**src/rtl/wts_pkg.sv**
```systemverilog
// rtl/wts_pkg.sv - shared widths and constants for the wavetable channel mixer
package wts_pkg;

    localparam int WTS_CH_NUM_DEFAULT = 6;

    localparam int WTS_SAMPLE_W  = 8;
    localparam int WTS_ENV_W     = 9;
    localparam int WTS_PROD_W    = 18;
    localparam int WTS_ACC_W     = 21;
    localparam int WTS_OUT_W     = 16;
    localparam int WTS_OUT_SHIFT = 2;

endpackage

```
**src/rtl/wts_mixer_mac.sv**
```systemverilog
// rtl/wts_mixer_mac.sv - multiply/accumulate stages and 16-bit output reduction
// WTS_MIXER_SATURATION_EN selects clamping; otherwise the output wraps.
module wts_mixer_mac
    import wts_pkg::*;
(
    input  logic                        clk,
    input  logic                        nreset,
    input  logic                        active_i,
    input  logic [WTS_SAMPLE_W-1:0]     sram_q_i,
    input  logic [WTS_ENV_W-1:0]        env_i,
    input  logic                        v1_i,
    input  logic                        first1_i,
    input  logic                        last1_i,
    output logic [WTS_OUT_W-1:0]        sample_out_o,
    output logic                        sample_valid_o
);

    logic signed [WTS_PROD_W-1:0] sample_ext, env_ext, prod_d, prod_q;
    logic signed [WTS_ACC_W-1:0]  prod_acc, acc_sum, acc_q;
    logic                         v2_q, first2_q, last2_q;
    logic [WTS_OUT_W-1:0]         reduced;
    logic [WTS_OUT_W-1:0]         sample_out_q;
    logic                         sample_valid_q;

    // Envelope is zero-extended so values above 255 still act as positive gain
    assign sample_ext = {{(WTS_PROD_W-WTS_SAMPLE_W){sram_q_i[WTS_SAMPLE_W-1]}}, sram_q_i};
    assign env_ext    = {{(WTS_PROD_W-WTS_ENV_W){1'b0}}, env_i};
    assign prod_d     = sample_ext * env_ext;

    assign prod_acc = {{(WTS_ACC_W-WTS_PROD_W){prod_q[WTS_PROD_W-1]}}, prod_q};
    assign acc_sum  = first2_q ? prod_acc : acc_q + prod_acc;

`ifdef WTS_MIXER_SATURATION_EN
    logic signed [WTS_ACC_W-1:0] mix;
    assign mix = acc_sum >>> WTS_OUT_SHIFT;
    always_comb begin
        reduced = mix[WTS_OUT_W-1:0];
        if (mix > 21'sd32767)
            reduced = 16'h7fff;
        else if (mix < -21'sd32768)
            reduced = 16'h8000;
    end
`else
    assign reduced = acc_sum[WTS_OUT_SHIFT +: WTS_OUT_W];
`endif

    always_ff @(posedge clk or negedge nreset) begin
        if (!nreset) begin
            prod_q         <= '0;
            v2_q           <= 1'b0;
            first2_q       <= 1'b0;
            last2_q        <= 1'b0;
            acc_q          <= '0;
            sample_out_q   <= '0;
            sample_valid_q <= 1'b0;
        end else begin
            sample_valid_q <= active_i & v2_q & last2_q;
            if (active_i) begin
                prod_q   <= prod_d;
                v2_q     <= v1_i;
                first2_q <= first1_i;
                last2_q  <= last1_i;
                if (v2_q)
                    acc_q <= acc_sum;
                if (v2_q && last2_q)
                    sample_out_q <= reduced;
            end
        end
    end

    assign sample_out_o   = sample_out_q;
    assign sample_valid_o = sample_valid_q;

endmodule

```
**src/rtl/wts_channel_mixer.sv**
```systemverilog
// rtl/wts_channel_mixer.sv - time-multiplexed channel mixer: slot sequencer and envelope stage
// Output reduction mode is chosen by WTS_MIXER_SATURATION_EN inside wts_mixer_mac.
module wts_channel_mixer
    import wts_pkg::*;
#(
    parameter int CH_NUM = WTS_CH_NUM_DEFAULT
) (
    input  logic                    clk,
    input  logic                    nreset,
    input  logic                    active,
    output logic [2:0]              ch_sel,
    input  logic [WTS_ENV_W-1:0]    ch_envelope,
    input  logic [WTS_SAMPLE_W-1:0] sram_q,
    input  logic [CH_NUM-1:0]       reg_ch_mute,
    output logic [WTS_OUT_W-1:0]    sample_out,
    output logic                    sample_valid
);

    localparam int SLOT_W = 4;
    localparam logic [SLOT_W-1:0] SLOT_LAST    = SLOT_W'(CH_NUM + 1);
    localparam logic [SLOT_W-1:0] SLOT_CH      = SLOT_W'(CH_NUM);
    localparam logic [SLOT_W-1:0] SLOT_LAST_CH = SLOT_W'(CH_NUM - 1);

    logic [SLOT_W-1:0]    slot_q, slot_d;
    logic [2:0]           ch_sel_q, ch_sel_d;
    logic [WTS_ENV_W-1:0] env_d1_q, env_d1_d;
    logic                 v1_q, v1_d, first1_q, first1_d, last1_q, last1_d;
    logic                 issue;

    // Two trailing slots per frame drain the multiply and accumulate stages
    assign issue = slot_q < SLOT_CH;

    always_comb begin
        slot_d   = (slot_q == SLOT_LAST) ? '0 : slot_q + 1'b1;
        ch_sel_d = (slot_d < SLOT_CH) ? slot_d[2:0] : 3'd0;
        env_d1_d = env_d1_q;
        v1_d     = issue;
        first1_d = issue && (slot_q == '0);
        last1_d  = issue && (slot_q == SLOT_LAST_CH);
        if (issue)
            env_d1_d = reg_ch_mute[ch_sel_q] ? '0 : ch_envelope;
    end

    always_ff @(posedge clk or negedge nreset) begin
        if (!nreset) begin
            slot_q   <= '0;
            ch_sel_q <= 3'd0;
            env_d1_q <= '0;
            v1_q     <= 1'b0;
            first1_q <= 1'b0;
            last1_q  <= 1'b0;
        end else if (active) begin
            slot_q   <= slot_d;
            ch_sel_q <= ch_sel_d;
            env_d1_q <= env_d1_d;
            v1_q     <= v1_d;
            first1_q <= first1_d;
            last1_q  <= last1_d;
        end
    end

    assign ch_sel = ch_sel_q;

    wts_mixer_mac u_mac (
        .clk            (clk),
        .nreset         (nreset),
        .active_i       (active),
        .sram_q_i       (sram_q),
        .env_i          (env_d1_q),
        .v1_i           (v1_q),
        .first1_i       (first1_q),
        .last1_i        (last1_q),
        .sample_out_o   (sample_out),
        .sample_valid_o (sample_valid)
    );

endmodule

```
**config.mk**
```make
export PLATFORM = sky130hd
export DESIGN_NAME = wts_channel_mixer
export DESIGN_NICKNAME = d
export VERILOG_FILES = /design/src/rtl/wts_pkg.sv /design/src/rtl/wts_mixer_mac.sv /design/src/rtl/wts_channel_mixer.sv
export SDC_FILE = /design/constraint.sdc
export NUM_CORES = 1
export LEC_CHECK = 0
export CAP_MARGIN = 10
export CELL_PAD_IN_SITES_DETAIL_PLACEMENT = 1
export CELL_PAD_IN_SITES_GLOBAL_PLACEMENT = 1
export CORE_ASPECT_RATIO = 0.6
export CORE_UTILIZATION = 40
export CTS_CLUSTER_SIZE = 25
export DETAILED_ROUTE_END_ITERATION = 6
export DONT_BUFFER_PORTS = 1
export GPL_ROUTABILITY_DRIVEN = 0
export PLACE_DENSITY = 0.72
export SLEW_MARGIN = 20
export SYNTH_ARGS = -nofsm -noshare
export SYNTH_HDL_FRONTEND = slang
export SYNTH_SLANG_ARGS = --single-unit
```
**constraint.sdc**
```tcl
create_clock -name clk -period 4.5 [get_ports clk]
set_input_delay 0.675 -clock clk [delete_from_list [all_inputs] [get_ports clk]]
set_output_delay 0.675 -clock clk [all_outputs]
set_load 0.005 [all_outputs]
```
After elaboration in Yosys (flattened, before gate mapping) --
Index checks and enable logic that the tools add are counted.
Cells by class: bitwise operators 2, eq/ne operators 2, $lt $le $gt $ge 3, multipliers 1, mux-type cells 6, add/sub/neg operators 2, reductions and logical operators 7
Operator list (count):
- adder 21 x 18 -> 21 bit | 1
- 2-to-1 mux 21 bit | 1
- multiplier 8 x 10 -> 18 bit | 1
- 2-to-1 mux 9 bit | 1
- equality test 4 x 3 -> 1 bit (second input constant) | 2
- < comparator 4 x 3 -> 1 bit (second input constant) | 2
- AND reduction 2 bit | 3
- adder 4 x 1 -> 4 bit (second input constant) | 1
- zero test 4 bit | 1
- < comparator 3 x 4 -> 1 bit (second input constant) | 1
- 2-to-1 mux 4 bit | 1
- binary-select mux 1 bit (select 3 bit) | 1
- logical AND 1 bit | 3
- 2-to-1 mux 3 bit | 1
- bitwise AND 1 bit | 2
- 2-to-1 mux 1 bit | 1
Storage, ports and cells: input port bits 26, word-level logic and storage cells 36, output and inout bits 20, register bits after elaboration 78

Logic depth before layout (Yosys ltp) --
Gate-level depths: netlist of the first run.
depth in word-level cells 4, gate-level depth with buffers 18, depth with buffers taken out 18

Modules after synthesis --
Synthesis of the first run repeated with hierarchy kept, for this count alone.
Unflattened totals: cell total of the unflattened synthesis 712, area, all modules 6583.8 µm²
By module, submodules not included:
- wts_mixer_mac | area each 5629.1 µm², cells an instance 625, sequential area each 1401.3 µm², times used 1
- wts_channel_mixer | area each 954.7 µm², cells an instance 87, sequential area each 475.5 µm², times used 1

Worst setup path after synthesis of the first run --
OpenSTA, ideal clock, no wires.
path type in2reg, from input sram_q[7], to register u_mac.prod_q[16], path slack -138 ps, stages on the path 17, buffers on the path 0, setup time 125 ps, arrival time 4513 ps, cell sequence clkinv_1 -> nor2_1 -> fa_1 -> fa_1 -> fa_1 -> inv_1 -> fa_1 -> inv_1 -> ha_1 -> o21ai_0 -> nand2b_1 -> nand2_1 -> a21oi_1 -> o21ai_0 -> o21ai_0 -> xnor2_1 -> mux2_2
On the way: longest elaborated chain between the ends 1
Ends and longest elaborated chain:
- from (decl) | line wts_channel_mixer.sv:13 | input logic [WTS_SAMPLE_W-1:0] sram_q,
- multiplier 8 x 10 -> 18 bit | line wts_mixer_mac.sv:28 | assign prod_d = sample_ext * env_ext;
- to (signal assigned) | line wts_mixer_mac.sv:59 | prod_q <= prod_d;
- to (decl) | line wts_mixer_mac.sv:18 | logic signed [WTS_PROD_W-1:0] sample_ext, env_ext, prod_d, prod_q;
Every way passes these cells. A chain may end at the register's enable or synchronous reset.

Worst setup path in the final report of the first run --
from register env_d1_q[1], to register u_mac.prod_q[16]
On the way: longest elaborated chain between the ends 1
Ends and longest elaborated chain:
- from (decl) | line wts_channel_mixer.sv:26 | logic [WTS_ENV_W-1:0] env_d1_q, env_d1_d;
- from (signal assigned) | line wts_channel_mixer.sv:55 | env_d1_q <= env_d1_d;
- multiplier 8 x 10 -> 18 bit | line wts_mixer_mac.sv:28
Every way passes these cells.

==> results of run 1 <==
[cell usage after synthesis, drive strengths merged (2+ instances only)]
master  instances  area [um2]
ha             65         813
o21a            3        22.5
and2           54         338
mux2i           8        80.1
a221oi          2        17.5
mux2           14         158
a21o            9        67.6
o211ai          2        15.0
nor2b           7        43.8
nand2          65         244
nor4b           3        26.3
a31oi           7        43.8
o22ai           3        18.8
a21boi          2        15.0
a22o           10        87.6
nand2b         10        62.6
o21bai          2        15.0
a211oi          4        40.0
fa             44         881
o21ai          47         239
a311oi          3        26.3
a21oi          35         175
a211o           3        26.3
o22a            2        17.5
or3             3        18.8
xor2            5        43.8
nor3           10        50.1
inv            81         304
o31a            3        26.3
nand3          12        60.1
nor2           32         120
nand4           2        12.5
xnor2          17         149
dfrtp          75        1880
clkbuf         17        63.8
[layout by cell type (no fill, tap or decap), types with 10 or more instances in the layout]
| master | n |
|---|---|
| buf_4 | 32 |
| mux2_2 | 14 |
| nand2b_1 | 10 |
| o21ai_0 | 40 |
| and2_1 | 50 |
| nand3_1 | 12 |
| dfrtp_1 | 69 |
| fa_1 | 42 |
| nand2_1 | 63 |
| a22o_1 | 10 |
| inv_1 | 81 |
| nor2_1 | 30 |
| a21oi_1 | 31 |
| xnor2_1 | 17 |
| ha_1 | 63 |
[path summary, 6_finish.rpt]
kind                                    endpoint  depth (start not counted)           start
max                             u_mac.prod_q[16]                         17     env_d1_q[1]
min in group clk                       slot_q[1]                          1          active
min reg2reg                       u_mac.acc_q[9]                          2  u_mac.acc_q[9]
max reg2reg                     u_mac.prod_q[16]                         17     env_d1_q[1]
min                        u_mac.sample_out_o[0]                          0          nreset
max in group asynchronous            env_d1_q[5]                          0          nreset
[what timing repair did]
action,CTS,global route
resized for setup,8,26
pin swaps,1,21
endpoints found under the hold margin,0,0
endpoints found under the setup margin,5,6
gates cloned,0,0
hold buffers,0,0
buffers inserted,2,6
[stage by stage]
stage | util | TNS [ns]
finish | 0.465 | 0
global route | 0.465 | -0.239
CTS | 0.456 | 0
detailed placement | 0.434 | -1.15
global placement | 0.434 | -0.716
floorplan | - | -0.0198
[sequential cells by signal, summed over array words and instances, names as in the netlist]
| name | count |
|---|---|
| u_mac.first2_q | 1 |
| slot_q | 4 |
| u_mac.sample_out_o | 16 |
| first1_q | 1 |
| u_mac.prod_q | 18 |
| u_mac.sample_valid_o | 1 |
| v1_q | 1 |
| u_mac.v2_q | 1 |
| last1_q | 1 |
| ch_sel | 3 |
| env_d1_q | 9 |
| u_mac.last2_q | 1 |
| u_mac.acc_q | 18 |
[critical path: cells and delay by family, from the launching register on]
family,cells,cell delay (ns)
AO/OA/AOI/OAI,4,0.52
XOR/XNOR,1,0.13
adder cells (fa/ha/maj),5,2.30
buffers and inverters,3,0.27
flip-flops,1,0.44
multiplexers,1,0.26
AND/OR/NAND/NOR,3,0.38
[final cells by class]
| cell class | count | area (um2) |
|---|---|---|
| Clock buffer | 9 | 225 |
| Clock inverter | 6 | 90.1 |
| Fill cell | 1727 | 8220 |
| Inverter | 82 | 309 |
| Multi-Input combinational cell | 497 | 4150 |
| Sequential cell | 75 | 1880 |
| Tap cell | 203 | 254 |
| Timing Repair Buffer | 32 | 240 |
[cells by family (layout without fill, tap and decap cells)]
group,after synthesis,after routing,synth area share
simple gates,202,202,0.160
compound gates,141,141,0.141
fa+ha+maj,109,109,0.269
buf+inv,100,129,0.0596
flops,75,75,0.298
mux,23,23,0.0414
xor+xnor,22,22,0.0306
[metal layers]
layer / wire [um] / vias up / part of all wire
met5: 0 / - / 0
met4: 187 / 0 / 0.012
met3: 538 / 20 / 0.034
met2: 7660 / 68 / 0.48
met1: 7600 / 2438 / 0.48
li1: - / 2310 / -
==> impl_metrics.yaml, run 1 <==
critical_path:
  crit_fanout: 4
  crit_slowest_cell: "fa_1"
  slowest_delay_ns: 0.53
  startpoint_type: "flop"
  worst_ep_required_time_ns: 4.73
  critPathKind: "reg2reg"
  ff2ff_setup_slack_ns: 0.09
  end_kind: "flop"
  critPathArrivalTime_ns: 4.64
  critPathMostFrequentCell: "fa_1"
  cp_cell_sequence: "buf_4, nor2_1, fa_1, fa_1, fa_1, inv_1, fa_1, inv_1, ha_1, o21ai_1, nand2b_1, nand2_1, a21oi_2, o21ai_2, o21ai_2, xnor2_1, mux2_2"
route:
  avgViaCountPerCell: 5.35
  drt_pass1_iterations: 4
  vias: 4836
  routed_wl_um: 16000
  drtIter0Drc: 217
  avgRoutedWirePerCell_um: 17.7
  ant_nets: 0
  drc: 0
grt:
  grt_pass1_vias: 5146
  overflow: 0
  globalRouteMet3Util: 0.0413
  use_met1: 0.279
  grt_max_degree: 76
  track_usage: 0.204
  top_usage_layer: "met2"
  grt.met2_usage: 0.332
  grt_pass1_wl_um: 26100
  antenna_found_initial: 0
timing:
  skew_ns: 0.00788
  fmax_mhz: 227
  hold_slack_ns: 0.0133
  finalHoldViolations: 0
  period_share: 0.981
  layout_setup_ws_ns: 0.0876
  worstMarginPinSlew_ns: 1.05
  report.final.slew_viol_count: 0
  setup_violations: 0
  layout_min_cycle_time_ns: 4.41
  relSlewSlack: 0.297
final_layout:
  drive_above_1_share: 0.141
  area_delta_synth_final_pct: 13.7
  nNetsFinal: 832
  fin_cells: 904
  diodes: 0
  fin_area_um2: 7150
floorplan:
  coreArea_um2: 15400
  start_util: 0.409
  die_width_um: 164
  io_pins: 46
  rows: 35
  die_h_um: 99.2
  die_area_um2: 16300
synth:
  yosys_warnings: 0
  seq_area_frac_synth: 0.298
  yosysUniqueCellTypes: 51
  async_flop_share: 1.00
  synthesis.area_um2: 6290
  ys_ff_latch: 75
  synth_edf_count: 0
  synth_top_flop_cell: "dfrtp_1"
  syn_inst: 672
  synth_fp_nets: 807
  synth.avg_cell_area_um2: 9.37
cts:
  cts_tree: "yes"
  worst_skew_pair.late_latency_ns: 0.35
  clock-sinks: 75
  cts_buffers: 9
  cts.clk_slew.worst_paths_ns: 0.06
  cts_buffer_depth: 2
  root_buffer: "clkbuf_16"
  h-tree-depth: 3
place:
  hpwl_um: 11900
  placed_area_um2: 6670
  dp_slack_ns: -0.362
  dp_cells: 881
  portBuffers: 0
hold_path:
  min_path_type: "in2async"
status:
  status: "finished, final reports clean"
job:
  drv_cap: 0
Power of run 1 is left out: the tool's default activity adds up to more than one toggle a clock period on the data nets, which glitch-free logic cannot reach.
==> inputs of run 2 (changes only) <==
--- a/config.mk
+++ b/config.mk
@@ -5,6 +5,7 @@
 export SDC_FILE = /design/constraint.sdc
 export NUM_CORES = 1
 export LEC_CHECK = 0
+export ABC_CLOCK_PERIOD_IN_PS = 4500
 export CAP_MARGIN = 10
 export CELL_PAD_IN_SITES_DETAIL_PLACEMENT = 1
 export CELL_PAD_IN_SITES_GLOBAL_PLACEMENT = 1
==> results of run 2 <==
The final DEF is identical to that of run 1; final timing and power are the same.
Power of run 2 is left out for the same reason.
==> inputs of run 3 (changes only) <==
--- a/config.mk
+++ b/config.mk
@@ -15,8 +15,8 @@
 export DETAILED_ROUTE_END_ITERATION = 6
 export DONT_BUFFER_PORTS = 1
 export GPL_ROUTABILITY_DRIVEN = 0
+export GPL_TIMING_DRIVEN = 0
 export PLACE_DENSITY = 0.72
-export SLEW_MARGIN = 20
 export SYNTH_ARGS = -nofsm -noshare
 export SYNTH_HDL_FRONTEND = slang
 export SYNTH_SLANG_ARGS = --single-unit
==> run 3 against run 2 <==
Net effect: via count rose by 2.2%; clock skew barely moved; hold slack improved by 0.0095 ns; non-clock buffer count rose by 6; largest cell class unchanged; clock-buffer cell count rose by 1; utilization fell by 0.28 points; fmax rose by 0.56%; register-to-register slack improved by 0.02 ns; sequential cell count did not move.
==> impl_metrics.yaml, run 3 (synthesis results as in run 1) <==
floorplan:
  die_width_um: 164
  die_h_um: 99.2
  coreArea_um2: 15400
  die_area_um2: 16300
  io_pins: 46
  start_util: 0.409
  rows: 35
critical_path:
  path_delay_family: "adder cells"
  end_kind: "flop"
  crit_slowest_cell: "fa_1"
  critPathArrivalTime_ns: 4.61
  critPathKind: "reg2reg"
  crit_buf_inv: 3
  slowest_delay_ns: 0.57
  worst_ep_required_time_ns: 4.72
  crit_fanout: 5
  startpoint_type: "flop"
  critPathMostFrequentCell: "fa_1"
  cp_cell_sequence: "buf_12, and2_1, ha_4, fa_1, inv_1, fa_1, fa_1, inv_1, ha_4, nor2b_1, o21a_1, o21ai_2, a21oi_2, o21ai_2, o21ai_1, xnor2_1, mux2_2"
place:
  dp_cells: 875
  portBuffers: 0
  placed_area_um2: 6550
  hpwl_um: 13200
status:
  status: "finished, final reports clean"
timing:
  hold_slack_ns: 0.0228
  fmax_mhz: 228
  layout_min_cycle_time_ns: 4.39
  relSlewSlack: 0.492
  finalHoldViolations: 0
  report.final.slew_viol_count: 0
  setup_violations: 0
  tns_ns: 0
  worstMarginPinSlew_ns: 0.761
  skew_ns: 0.00797
  period_share: 0.975
cts:
  cts_buffer_depth: 2
  cts_tree: "yes"
  cts.clk_slew.worst_paths_ns: 0.07
  root_buffer: "clkbuf_16"
  cts_buffers: 9
  h-tree-depth: 3
  holdBufCountCts: 0
  worst_skew_pair.late_latency_ns: 0.34
  clock-sinks: 75
route:
  wl_met2_um: 7780
  drt_pass1_iterations: 4
  wl_met1_um: 8270
  drtIter0Drc: 274
  vias: 4941
  routed_wl_um: 16800
  ant_nets: 0
  avgRoutedWirePerCell_um: 18.5
  avgViaCountPerCell: 5.42
  routed.top_layer: "met4"
  met3WireLength_um: 682
  drc: 0
grt:
  grt_max_degree: 76
  overflow: 0
  antenna_found_initial: 0
  grt_pass1_wl_um: 27400
  track_usage: 0.216
  grt_pass1_vias: 5414
final_layout:
  diodes: 0
  final_common_cell: "inv_1"
  fin_cells: 911
  nNetsFinal: 838
  area_delta_synth_final_pct: 13.0
  most-common-layout-cells: "81 x inv_1, 66 x dfrtp_1, 64 x nand2_1"
  drive_above_1_share: 0.120
  fin_area_um2: 7110
job:
  drv_cap: 0
hold_path:
  min_path_type: "in2async"
run 3: changes by cell type in the layout (fill, tap and decap cells not counted), moves of 2 or more:
cell,delta
and2_1,+4
clkinv_2,+2
a21oi_1,+2
bufinv_16,-2
clkbuf_1,+18
buf_4,-13
a21oi_2,-2
dfrtp_2,+3
and2_4,-4
ha_4,+2
ha_1,-3
dfrtp_1,-3
run 3: worst reg2reg max path, stage by stage, from the launching register on:
cell and delay [ns]:
dfrtp_2 0.45, buf_12 0.14, and2_1 0.15, ha_4 0.25
fa_1 0.50, inv_1 0.05, fa_1 0.49, fa_1 0.57
inv_1 0.09, ha_4 0.27, nor2b_1 0.13, o21a_1 0.19
o21ai_2 0.18, a21oi_2 0.09, o21ai_2 0.21, o21ai_1 0.11
xnor2_1 0.15, mux2_2 0.27
run 3: per-layer routing:
metal,vias to the layer above,global-route usage
met1,2525,0.314
met4,0,0.0335
met5,-,0
met3,14,0.0379
met2,82,0.344
li1,2320,-
run 3: final timing paths:
check	to	start	cells after the start	slack, ns
setup / recovery	u_mac.prod_q[16]	env_d1_q[5]	17	0.11
hold / removal	u_mac.sample_out_o[0]	nreset	0	0.02
setup reg to reg	u_mac.prod_q[16]	env_d1_q[5]	17	0.11
hold reg to reg	u_mac.acc_q[3]	u_mac.acc_q[3]	2	0.49
max in group asynchronous	env_d1_q[7]	nreset	0	4.30
min in group clk	env_d1_q[8]	ch_envelope[8]	1	0.47
run 3: repair_timing:
action / in CTS / in global routing
pin swaps: 2 / 18
endpoints found under the setup margin: 6 / 7
gates resized for setup: 17 / 16
buffers inserted: 7 / 13
run 3: final cells by class:
cell class | instances | area [um2]
plain buffers | 18 | 67.6
flip-flops and latches | 75 | 1890
multi-input cells | 497 | 4160
repair buffers | 20 | 163
clock buffers | 10 | 229
well taps | 203 | 254
fillers | 1761 | 8260
clock inverters | 6 | 40.0
inverters | 82 | 309
run 3: per-stage QoR:
step	util	setup WS, ns
2_1_floorplan	-	-0.0198
3_3_place_gp	0.426	-0.379
3_5_place_dp	0.426	-0.444
4_1_cts	0.450	0.000402
5_1_grt	0.463	-0.0441
6_report	0.463	0.112
Power of run 3 is left out for the same reason.
